$ cat src/rtl/mmio_pkg.sv
// Shared types and constants for the MMIO bus arbiter and its users.
package mmio_pkg;

  typedef enum logic [1:0] {
    IDLE  = 2'd0,
    GRANT = 2'd1,
    RESP  = 2'd2
  } state_t;

  localparam logic [31:0] SWITCHES_ADDR = 32'h0000_1000;
  localparam logic [31:0] LEDS_ADDR     = 32'h0000_1004;
  localparam logic [31:0] SEG1_ADDR     = 32'h0000_1008;
  localparam logic [31:0] SEG2_ADDR     = 32'h0000_100C;

  localparam logic [2:0] F3_BYTE = 3'b000;
  localparam logic [2:0] F3_HALF = 3'b001;
  localparam logic [2:0] F3_WORD = 3'b010;

endpackage

$ cat src/rtl/mmio_bus_arbiter_if.sv
// Bundle of both master request ports and the shared peripheral port.
interface mmio_bus_arbiter_if #(
  parameter int ADDR_W = 32,
  parameter int DATA_W = 32
);
  logic              m0_req;
  logic              m0_we;
  logic [ADDR_W-1:0] m0_addr;
  logic [DATA_W-1:0] m0_wdata;
  logic [2:0]        m0_funct3;
  logic              m0_ack;
  logic [DATA_W-1:0] m0_rdata;

  logic              m1_req;
  logic              m1_we;
  logic [ADDR_W-1:0] m1_addr;
  logic [DATA_W-1:0] m1_wdata;
  logic [2:0]        m1_funct3;
  logic              m1_ack;
  logic [DATA_W-1:0] m1_rdata;

  logic              io_we;
  logic [ADDR_W-1:0] io_a;
  logic [DATA_W-1:0] io_wd;
  logic [2:0]        io_funct3;
  logic [DATA_W-1:0] io_rd;

  // Arbiter side: consumes master requests and peripheral read data.
  modport slave (
    input  m0_req, m0_we, m0_addr, m0_wdata, m0_funct3,
    input  m1_req, m1_we, m1_addr, m1_wdata, m1_funct3,
    input  io_rd,
    output m0_ack, m0_rdata, m1_ack, m1_rdata,
    output io_we, io_a, io_wd, io_funct3
  );

  modport master (
    output m0_req, m0_we, m0_addr, m0_wdata, m0_funct3,
    output m1_req, m1_we, m1_addr, m1_wdata, m1_funct3,
    output io_rd,
    input  m0_ack, m0_rdata, m1_ack, m1_rdata,
    input  io_we, io_a, io_wd, io_funct3
  );
endinterface

$ cat src/rtl/mmio_rr_pick.sv
// Combinational two-way round-robin selector: on a tie the master that
// did not win last time is chosen.
module mmio_rr_pick (
  input  logic [1:0] req_i,
  input  logic       last_grant_i,
  output logic       valid_o,
  output logic       winner_o
);

  always_comb begin
    valid_o  = |req_i;
    winner_o = 1'b0;
    case (req_i)
      2'b01:   winner_o = 1'b0;
      2'b10:   winner_o = 1'b1;
      2'b11:   winner_o = ~last_grant_i;
      default: winner_o = 1'b0;
    endcase
  end

endmodule

$ cat src/rtl/mmio_bus_arbiter.sv
// Two-master arbiter for the MMIO peripheral port; each access runs as a
// fixed IDLE -> GRANT -> RESP transaction.
module mmio_bus_arbiter #(
  parameter int ADDR_W = 32,
  parameter int DATA_W = 32
) (
  input  logic                clk,
  input  logic                reset,
  mmio_bus_arbiter_if.slave   bus,
  output logic                busy,
  output logic                owner
);
  import mmio_pkg::*;

  state_t            state_q, state_d;
  logic              last_grant_q, last_grant_d;
  logic              owner_q, owner_d;
  logic              io_we_q, io_we_d;
  logic [ADDR_W-1:0] cmd_addr_q, cmd_addr_d;
  logic [DATA_W-1:0] cmd_wdata_q, cmd_wdata_d;
  logic [2:0]        cmd_funct3_q, cmd_funct3_d;
  logic [DATA_W-1:0] rdata_q, rdata_d;
  logic              ack0_q, ack0_d;
  logic              ack1_q, ack1_d;
  logic              busy_q, busy_d;
  logic              pick_valid_s, pick_winner_s;

  mmio_rr_pick u_pick (
    .req_i        ({bus.m1_req, bus.m0_req}),
    .last_grant_i (last_grant_q),
    .valid_o      (pick_valid_s),
    .winner_o     (pick_winner_s)
  );

  always_ff @(posedge clk or posedge reset) begin
    if (reset) state_q <= IDLE;
    else       state_q <= state_d;
  end

  always_comb begin
    state_d = state_q;
    case (state_q)
      IDLE:    state_d = pick_valid_s ? GRANT : IDLE;
      GRANT:   state_d = RESP;
      RESP:    state_d = IDLE;
      default: state_d = IDLE;
    endcase
  end

  // io_we is set only on the arbitration edge, so it is high for GRANT alone
  // and the async reset drops it immediately if a store is in flight.
  always_comb begin
    last_grant_d = last_grant_q;
    owner_d      = owner_q;
    io_we_d      = 1'b0;
    cmd_addr_d   = cmd_addr_q;
    cmd_wdata_d  = cmd_wdata_q;
    cmd_funct3_d = cmd_funct3_q;
    rdata_d      = rdata_q;
    ack0_d       = 1'b0;
    ack1_d       = 1'b0;
    busy_d       = (state_d != IDLE);
    case (state_q)
      IDLE: begin
        if (pick_valid_s) begin
          owner_d      = pick_winner_s;
          last_grant_d = pick_winner_s;
          io_we_d      = pick_winner_s ? bus.m1_we     : bus.m0_we;
          cmd_addr_d   = pick_winner_s ? bus.m1_addr   : bus.m0_addr;
          cmd_wdata_d  = pick_winner_s ? bus.m1_wdata  : bus.m0_wdata;
          cmd_funct3_d = pick_winner_s ? bus.m1_funct3 : bus.m0_funct3;
        end else begin
          io_we_d = 1'b0;
        end
      end
      GRANT: begin
        rdata_d = bus.io_rd;
        ack0_d  = ~owner_q;
        ack1_d  = owner_q;
      end
      RESP:    ack0_d = 1'b0;
      default: ack0_d = 1'b0;
    endcase
  end

  always_ff @(posedge clk or posedge reset) begin
    if (reset) begin
      last_grant_q <= 1'b1;
      owner_q      <= 1'b0;
      io_we_q      <= 1'b0;
      cmd_addr_q   <= '0;
      cmd_wdata_q  <= '0;
      cmd_funct3_q <= 3'b000;
      rdata_q      <= '0;
      ack0_q       <= 1'b0;
      ack1_q       <= 1'b0;
      busy_q       <= 1'b0;
    end else begin
      last_grant_q <= last_grant_d;
      owner_q      <= owner_d;
      io_we_q      <= io_we_d;
      cmd_addr_q   <= cmd_addr_d;
      cmd_wdata_q  <= cmd_wdata_d;
      cmd_funct3_q <= cmd_funct3_d;
      rdata_q      <= rdata_d;
      ack0_q       <= ack0_d;
      ack1_q       <= ack1_d;
      busy_q       <= busy_d;
    end
  end

  assign bus.io_we     = io_we_q;
  assign bus.io_a      = cmd_addr_q;
  assign bus.io_wd     = cmd_wdata_q;
  assign bus.io_funct3 = cmd_funct3_q;
  assign bus.m0_ack    = ack0_q;
  assign bus.m1_ack    = ack1_q;
  assign bus.m0_rdata  = rdata_q;
  assign bus.m1_rdata  = rdata_q;
  assign busy          = busy_q;
  assign owner         = owner_q;

endmodule

$ cat src/flat_wrapper.sv
// flat-port wrapper written by rule: the top's interface ports become plain ports
module mmio_bus_arbiter_flat import mmio_pkg::*;
#(
  parameter int ADDR_W = 32,
  parameter int DATA_W = 32
)
  (clk, reset, busy, owner, bus_m0_req, bus_m0_we, bus_m0_addr, bus_m0_wdata, bus_m0_funct3, bus_m1_req, bus_m1_we, bus_m1_addr, bus_m1_wdata, bus_m1_funct3, bus_io_rd, bus_m0_ack, bus_m0_rdata, bus_m1_ack, bus_m1_rdata, bus_io_we, bus_io_a, bus_io_wd, bus_io_funct3);
  mmio_bus_arbiter_if #(.ADDR_W(ADDR_W), .DATA_W(DATA_W)) bus_i ();
  input  logic clk;
  input  logic reset;
  output logic busy;
  output logic owner;
  input wire logic [$bits(bus_i.m0_req)-1:0] bus_m0_req;
  input wire logic [$bits(bus_i.m0_we)-1:0] bus_m0_we;
  input wire logic [$bits(bus_i.m0_addr)-1:0] bus_m0_addr;
  input wire logic [$bits(bus_i.m0_wdata)-1:0] bus_m0_wdata;
  input wire logic [$bits(bus_i.m0_funct3)-1:0] bus_m0_funct3;
  input wire logic [$bits(bus_i.m1_req)-1:0] bus_m1_req;
  input wire logic [$bits(bus_i.m1_we)-1:0] bus_m1_we;
  input wire logic [$bits(bus_i.m1_addr)-1:0] bus_m1_addr;
  input wire logic [$bits(bus_i.m1_wdata)-1:0] bus_m1_wdata;
  input wire logic [$bits(bus_i.m1_funct3)-1:0] bus_m1_funct3;
  input wire logic [$bits(bus_i.io_rd)-1:0] bus_io_rd;
  output wire logic [$bits(bus_i.m0_ack)-1:0] bus_m0_ack;
  output wire logic [$bits(bus_i.m0_rdata)-1:0] bus_m0_rdata;
  output wire logic [$bits(bus_i.m1_ack)-1:0] bus_m1_ack;
  output wire logic [$bits(bus_i.m1_rdata)-1:0] bus_m1_rdata;
  output wire logic [$bits(bus_i.io_we)-1:0] bus_io_we;
  output wire logic [$bits(bus_i.io_a)-1:0] bus_io_a;
  output wire logic [$bits(bus_i.io_wd)-1:0] bus_io_wd;
  output wire logic [$bits(bus_i.io_funct3)-1:0] bus_io_funct3;
  assign bus_i.m0_req = bus_m0_req;
  assign bus_i.m0_we = bus_m0_we;
  assign bus_i.m0_addr = bus_m0_addr;
  assign bus_i.m0_wdata = bus_m0_wdata;
  assign bus_i.m0_funct3 = bus_m0_funct3;
  assign bus_i.m1_req = bus_m1_req;
  assign bus_i.m1_we = bus_m1_we;
  assign bus_i.m1_addr = bus_m1_addr;
  assign bus_i.m1_wdata = bus_m1_wdata;
  assign bus_i.m1_funct3 = bus_m1_funct3;
  assign bus_i.io_rd = bus_io_rd;
  assign bus_m0_ack = bus_i.m0_ack;
  assign bus_m0_rdata = bus_i.m0_rdata;
  assign bus_m1_ack = bus_i.m1_ack;
  assign bus_m1_rdata = bus_i.m1_rdata;
  assign bus_io_we = bus_i.io_we;
  assign bus_io_a = bus_i.io_a;
  assign bus_io_wd = bus_i.io_wd;
  assign bus_io_funct3 = bus_i.io_funct3;
  mmio_bus_arbiter #(.ADDR_W(ADDR_W), .DATA_W(DATA_W)) u_core (.clk(clk), .reset(reset), .bus(bus_i), .busy(busy), .owner(owner));
endmodule
$ cat config.mk
export PLATFORM = sky130hd
export DESIGN_NAME = mmio_bus_arbiter_flat
export DESIGN_NICKNAME = d
export VERILOG_FILES = /design/src/rtl/mmio_pkg.sv /design/src/rtl/mmio_bus_arbiter_if.sv /design/src/rtl/mmio_rr_pick.sv /design/src/rtl/mmio_bus_arbiter.sv /design/src/flat_wrapper.sv
export SDC_FILE = /design/constraint.sdc
export NUM_CORES = 1
export LEC_CHECK = 0
export CORE_MARGIN = 2
export CORE_UTILIZATION = 39
export CTS_CLUSTER_SIZE = 24
export DETAILED_ROUTE_END_ITERATION = 6
export GPL_ROUTABILITY_DRIVEN = 0
export GPL_TIMING_DRIVEN = 0
export PLACE_DENSITY = 0.81
export REMOVE_ABC_BUFFERS = 1
export SLEW_MARGIN = 30
export SYNTH_ARGS = -nofsm -noshare
export SYNTH_HDL_FRONTEND = slang
export SYNTH_SLANG_ARGS = --single-unit
$ cat constraint.sdc
create_clock -name clk -period 4 [get_ports clk]
set_input_delay 0.6 -clock clk [delete_from_list [all_inputs] [get_ports clk]]
set_output_delay 0.6 -clock clk [all_outputs]
set_load 0.01 [all_outputs]
==> key figures, run 1 <==
Run
  – Max_cap viols: 0

Pwr
  – Sequential share of power: 31.3%
  – Lkg Pwr: 4.10 nW
  – Combinational share of power: 56.0%
  – PwrDens: 726 nW/µm²
  – Sw frac: 33.1%
  – Part of the power in the clock network: 12.7%
  – Internal power summed over all cells: 4.32 mW
  – Net Switching: 2.13 mW
  – Maximum vdd ir drop: 0.303 mV

Route
  – DR iter-0 viols: 177
  – Detailed Route WL: 14,700 µm
  – Vias per cell: 4.61
  – Post-detailed-route wirelength per cell: 17.0 µm
  – First-pass iteration count of the detailed router: 4
  – ANT nets after route: 0
  – Detailed-route via count: 3,988
  – Post-route DRC violation count: 0

GRT
  – Remaining global-route overflow: 0
  – Maximum number of pins on one net before global-route repair: 56
  – Number of global-route vias before repair: 4,157
  – Number of antenna violations at the first check in global routing: 0
  – Total track usage: 18.5%
  – Wire length of the first global-routing pass: 21,500 µm

Layout
  – Proportion of layout cells with a drive suffix above 1: 24.2%
  – ANT cells: 0
  – Area added between synthesis and finish: 58.8%
  – Layout fillers: 1,008
  – Finished Layout Cells: 866
  – Number of nets in the layout: 853

Timing
  – Largest clock skew in the final design: 8.40 ps
  – Fmax: 0.383 GHz
  – Number of slew-limit violations in the final report: 0
  – Least-Margin Pin Slew: 702 ps
  – Post-route minimum period: 2610 ps
  – Headroom to the max-slew limit: 53.2%
  – Endpoints failing hold: 0
  – Unrepaired setup endpoints after global routing: no
  – Fraction of the cycle the final worst path needs: 65.2%
  – Crit path setup slack, layout: 1390 ps
  – Final setup fails: 0

Critical path
  – Worst reg2reg setup slack: 1780 ps
  – Category of the critical setup timing path: in -> reg
  – Nature of the critical path endpoint: flop
  – Type of element launching the critical path: input pin
  – Startpoint of the worst-slack reg-to-reg timing path: u_core.state_q[1]$_DFF_PP0_
  – Required @ worst endpoint: 4220 ps
  – Worst-path fanout max: 11
  – List of cells traversed by the critical path: clkdlybuf4s50_1 > nor2_1 > nor3_4 > buf_6 > buf_8 > buf_6 > buf_8 > mux2_4
  – Peak per-stage delay on the critical path: 550 ps
  – R2R cell count: 6
  – Endpoint of the worst-slack reg-to-reg timing path: u_core.bus.io_a[3]$_DFFE_PP0P_
  – Origin of the worst setup path: bus_m0_req
  – Critical Path Slowest Stage Cell: clkdlybuf4s50_1
  – Data arrival time of the critical path: 2830 ps

Die
  – Die boundary width: 124 µm
  – Placement row count: 43
  – Core Area: 13,900 µm²
  – Count of pins on the block boundary: 308
  – Starting density of the core: 40.2%
  – Full die area: 15,300 µm²
  – Die height: 124 µm

Yosys
  – Number of storage elements in the synthesis netlist: 107
  – Share of Yosys cell area claimed by the top area cell type: 47.4%
  – Synthesized netlist cell count: 407
  – Average footprint of a synthesized cell: 13.8 µm²
  – Sequential cell area fraction in the yosys report: 47.8%
  – Warnings from Yosys: 0
  – Post-Synthesis Cell Area: 5600 µm²
  – Distinct cell type count after synthesis: 18
  – Cell taking the most area after synthesis: dfrtp_1
  – Ranking of synthesized cells by area: dfrtp_1 47%, mux2_4 36%, nand2_1 6.4%

Worst hold path
  – Worst hold path stage count: 1
  – Origin of the worst min-delay path: u_core.owner$_DFFE_PP0P_
  – Kind of path behind the tightest hold check: reg -> reg
  – Destination of the worst hold path: u_core.bus.m0_ack$_DFF_PP0_

Clocking
  – Number of CTS-inserted buffers: 9
  – Count of cells resized by post-cts repair: 0
  – Worst-case clock buffer depth: 2
  – CTS HTree Levels: 3
  – Clock tree from TritonCTS: done
  – Number of setup buffers added after CTS: 0
  – Latest clock arrival within the worst-skew pair: 340 ps
  – CTS hold repair buffers: 0
  – Clock sink count: 107
  – Clock-pin slew of the registers on the worst-case setup and hold paths: 70 ps
  – Root Buffer: clkbuf_16

Place
  – DPL Wire Length: 11,600 µm
  – Placed insts: 850
  – Worst slack after detailed placement: 1080 ps
  – Port-buffer cells: 307

Run status
  – Result of the run: finished clean
## Yosys cell counts, drive strengths merged
library cell / n
dfstp: 1
dfrtp: 106
mux2: 134
nand2b: 1
nor2b: 1
nor2: 4
nor3: 2
clkbuf: 4
nand2: 96
a21bo: 1
buf: 50
mux2i: 3
inv: 4
## state kept, by name (all words and copies together) (netlist names)
signal	count
u_core.bus.io_funct3	3
u_core.state_q	2
u_core.bus.io_we	1
u_core.bus.io_wd	32
u_core.bus.m0_ack	1
u_core.bus.io_a	32
u_core.owner	1
u_core.bus.m1_ack	1
u_core.bus.m0_rdata	32
u_core.busy	1
u_core.last_grant_q	1
## through the flow
step	power, mW	hold WS (ps)	setup TNS (ps)	instance area (µm²)	utilization (%)
after detailed placement	5.68	451	0	8620	61.9
after global placement	5.74	454	-317920	8450	60.6
after CTS	6.53	481	0	8900	63.9
final	6.46	483	0	8900	63.9
after global routing	6.83	501	0	8900	63.9
after floorplan	3.82	437	-105630	5150	-
## cell usage in the layout (no fill, tap or decap), types with 2 or more instances in the layout
master | synthesis | routed
clkinv_2 | 0 | 2
clkbuf_16 | 0 | 9
mux2i_1 | 3 | 3
clkdlybuf4s50_1 | 0 | 307
inv_6 | 0 | 3
mux2_4 | 134 | 134
dfrtp_1 | 106 | 106
clkinvlp_4 | 0 | 2
inv_1 | 4 | 2
buf_6 | 1 | 5
buf_8 | 0 | 2
buf_12 | 7 | 2
nand2_1 | 96 | 96
nor2_1 | 4 | 4
## power by group through the flow
stage / combinational, mW / sequential, mW / clock (mW)
after global placement: 3.73 / 2.01 / 0
after global routing: 3.85 / 2.08 / 0.897
after CTS: 3.66 / 2.03 / 0.844
final: 3.61 / 2.02 / 0.819
after floorplan: 1.53 / 2.29 / 0
after detailed placement: 3.65 / 2.02 / 0
## kinds of logic (layout without fill, tap and decap cells)
kind of cell	Yosys count	count (layout)	share of synthesized area, %
AO/OA/AOI/OAI	1	1	0.179
buffers and inverters	58	337	8.35
flip-flops	107	107	47.8
multiplexers	137	137	36.5
AND/OR/NAND/NOR	104	104	7.19
## per-layer routing
metal	up-vias	share of wire (%)	track usage [%]
li1	1865	-	-
met3	15	9.6	5.72
met2	197	53	35.2
met5	-	0	0
met4	0	1.4	5.11
met1	1911	36	19.6
## final cells by class
class / count / area, µm² / share of cell area [%]
clock buffer: 9 / 225 / 2.53
clock inverter: 7 / 51.3 / 0.577
inverter: 4 / 20.0 / 0.225
multi-input combinational: 242 / 2470 / 27.8
sequential: 107 / 2680 / 30.1
tap: 180 / 225 / 2.53
timing repair buffer: 317 / 3230 / 36.3
## worst max-delay path by stage
stage / to / slack [ps] / depth (start not counted)
final: u_core.bus.io_a[3]$_DFFE_PP0P_ / 1390 / 8
after global placement: u_core.bus.io_wd[0]$_DFFE_PP0P_ / -3250 / 4
after CTS: u_core.bus.io_a[3]$_DFFE_PP0P_ / 1420 / 8
after global routing: u_core.bus.io_wd[27]$_DFFE_PP0P_ / 1320 / 8
after floorplan: u_core.bus.io_a[0]$_DFFE_PP0P_ / -1500 / 3
after detailed placement: u_core.bus.io_a[3]$_DFFE_PP0P_ / 1080 / 8
## worst max-delay path, delay by kind of cell
family        cells  cell delay [ps]
buf+inv           5             1380
simple gates      2              510
mux               1              310
(Power assumes the default switching activity.)
==> inputs of run 2 (changes only) <==
- CORE_UTILIZATION: 39 -> 36
- PLACE_DENSITY: 0.81 -> 0.78
- clock period: 4 -> 2.2 ns (I/O delays scaled with it)
==> run 2 against run 1 <==
  * Count of clock-buffer cells in the layout grew 1
  * Routed wire length shrank 1.7%
  * Clock skew grew 2.7 ps
  * Combinational power grew 81%
  * Design area grew 0.53%
  * Critical endpoint is now u_core.bus.io_wd[18]$_DFFE_PP0P_
==> key figures, run 2 (synthesis gave the netlist of run 1 again) <==
Timing
  – Largest clock skew in the final design: 11.1 ps
  – Number of slew-limit violations in the final report: 0
  – Headroom to the max-slew limit: 54.8%
  – Least-Margin Pin Slew: 677 ps
  – Endpoints failing hold: 0
  – Fraction of the cycle the final worst path needs: 93.8%
  – Post-route minimum period: 2060 ps
  – Unrepaired setup endpoints after global routing: no
  – Crit path setup slack, layout: 137 ps
  – Final setup fails: 0
  – Worst-case hold slack: 355 ps
  – Fmax: 0.485 GHz

Route
  – DR iter-0 viols: 97
  – Vias per cell: 4.54
  – Highest metal used: met4
  – Post-detailed-route wirelength per cell: 16.6 µm
  – First-pass iteration count of the detailed router: 3
  – Detailed-routed wire length on met3: 1290 µm
  – Met2 routed WL: 7490 µm
  – Detailed-route via count: 3,970
  – ANT nets after route: 0
  – Post-route DRC violation count: 0
  – Detailed Route WL: 14,500 µm
  – DRT met1 WL: 5420 µm

Layout
  – Most frequent standard cell in the layout excluding fill and tap cells: clkdlybuf4s50_1
  – Proportion of layout cells with a drive suffix above 1: 24.2%
  – Number of nets in the layout: 853
  – Final instance area: 8940 µm²
  – Area added between synthesis and finish: 59.7%
  – ANT cells: 0
  – Commonest cells after routing, fill and taps aside: 307 x clkdlybuf4s50_1, 134 x mux2_4, 106 x dfrtp_1, 96 x nand2_1, 9 x clkbuf_16
  – Layout fillers: 1,191

Critical path
  – Category of the critical setup timing path: in -> reg
  – Buf+Inv Stages, Crit Path: 5
  – Required @ worst endpoint: 2430 ps
  – List of cells traversed by the critical path: clkdlybuf4s50_1 > nor2_1 > nor3_4 > buf_8 > buf_12 > buf_6 > buf_8 > mux2_4
  – Nature of the critical path endpoint: flop
  – Critical Path Slowest Stage Cell: clkdlybuf4s50_1
  – Type of element launching the critical path: input pin
  – Cell type group with the largest total delay on the critical path: buffers and inverters
  – Worst-path fanout max: 20
  – Data arrival time of the critical path: 2290 ps
  – Most frequent cell on the critical path: buf_8
  – Peak per-stage delay on the critical path: 520 ps

Pwr
  – Maximum vdd ir drop: 0.577 mV
  – Lkg Pwr: 4.12 nW
  – PwrDens: 1330 nW/µm²
  – PnR Total Power: 11.9 mW

Clocking
  – Latest clock arrival within the worst-skew pair: 350 ps
  – Worst-case clock buffer depth: 2
  – Clock tree from TritonCTS: done
  – Number of CTS-inserted buffers: 9
  – Root Buffer: clkbuf_16
  – Clock sink count: 107
  – Clock-pin slew of the registers on the worst-case setup and hold paths: 70 ps
  – CTS hold repair buffers: 0
  – CTS HTree Levels: 3

Run status
  – Result of the run: finished clean

GRT
  – Wire length of the first global-routing pass: 22,100 µm
  – Maximum number of pins on one net before global-route repair: 69
  – Number of global-route vias before repair: 4,321
  – Remaining global-route overflow: 0
  – Total track usage: 17.3%
  – Number of antenna violations at the first check in global routing: 0

Die
  – Die boundary width: 129 µm
  – Count of pins on the block boundary: 308
  – Full die area: 16,600 µm²
  – Placement row count: 45
  – Starting density of the core: 36.8%
  – Die height: 129 µm
  – Core Area: 15,200 µm²

Run
  – Max_cap viols: 0

Place
  – DPL Wire Length: 11,400 µm
  – Placed cell areas: 8630 µm²
  – Port-buffer cells: 307
  – Worst slack after detailed placement: -572 ps

Worst hold path
  – Kind of path behind the tightest hold check: in -> async
run 2: per-stage QoR:
stage | utilization (%) | cells | setup TNS (ps)
6_report | 58.8 | 874 | 0
5_1_grt | 58.8 | 874 | 0
4_1_cts | 58.8 | 874 | -40.8
3_5_place_dp | 56.8 | 858 | -13240
3_3_place_gp | 55.6 | 848 | -624280
2_1_floorplan | - | 353 | -320730
run 2: power by group:
part | internal [mW] | leakage [nW] | total, mW | switching (mW)
logic | 4.12 | 2.70 | 6.55 | 2.43
registers | 2.98 | 1.27 | 3.64 | 0.660
clock network | 0.927 | 0.154 | 1.67 | 0.748
run 2: cell type report:
class	instances	area, µm²	share of cell area, %
clock inverters	6	70.1	0.783
repair buffers	317	3230	36.1
multi-input cells	242	2470	27.6
flip-flops and latches	107	2680	29.9
clock buffers	10	239	2.67
inverters	4	20.0	0.224
well taps	188	235	2.63
run 2: path summary, 6_finish.rpt:
| check | startpoint | to | slack (ps) | depth (start not counted) |
|---|---|---|---|---|
| min in group clk | u_core.owner$_DFFE_PP0P_ | u_core.bus.m0_ack$_DFF_PP0_ | 470 | 1 |
| worst min-delay path | reset | u_core.bus.io_a[2]$_DFFE_PP0P_ | 360 | 2 |
| worst min register to register | u_core.owner$_DFFE_PP0P_ | u_core.bus.m0_ack$_DFF_PP0_ | 470 | 1 |
| max in group asynchronous | reset | u_core.bus.io_a[11]$_DFFE_PP0P_ | 1200 | 3 |
| worst max-delay path | bus_m0_req | u_core.bus.io_wd[18]$_DFFE_PP0P_ | 140 | 8 |
| worst max register to register | u_core.last_grant_q$_DFFE_PP1P_ | u_core.bus.io_wd[29]$_DFFE_PP0P_ | 240 | 4 |
run 2: what timing repair did:
item	in CTS	in global routing
setup endpoints to repair	23	10
setup buffers	1	0
pin swaps	1	0
gates resized for setup	0	2
run 2: routing by layer:
| metal | global-route usage [%] | vias to the layer above |
|---|---|---|
| met5 | 0 | - |
| met4 | 6.52 | 0 |
| met3 | 5.16 | 16 |
| met2 | 31.5 | 203 |
| met1 | 18.9 | 1884 |
| li1 | - | 1867 |
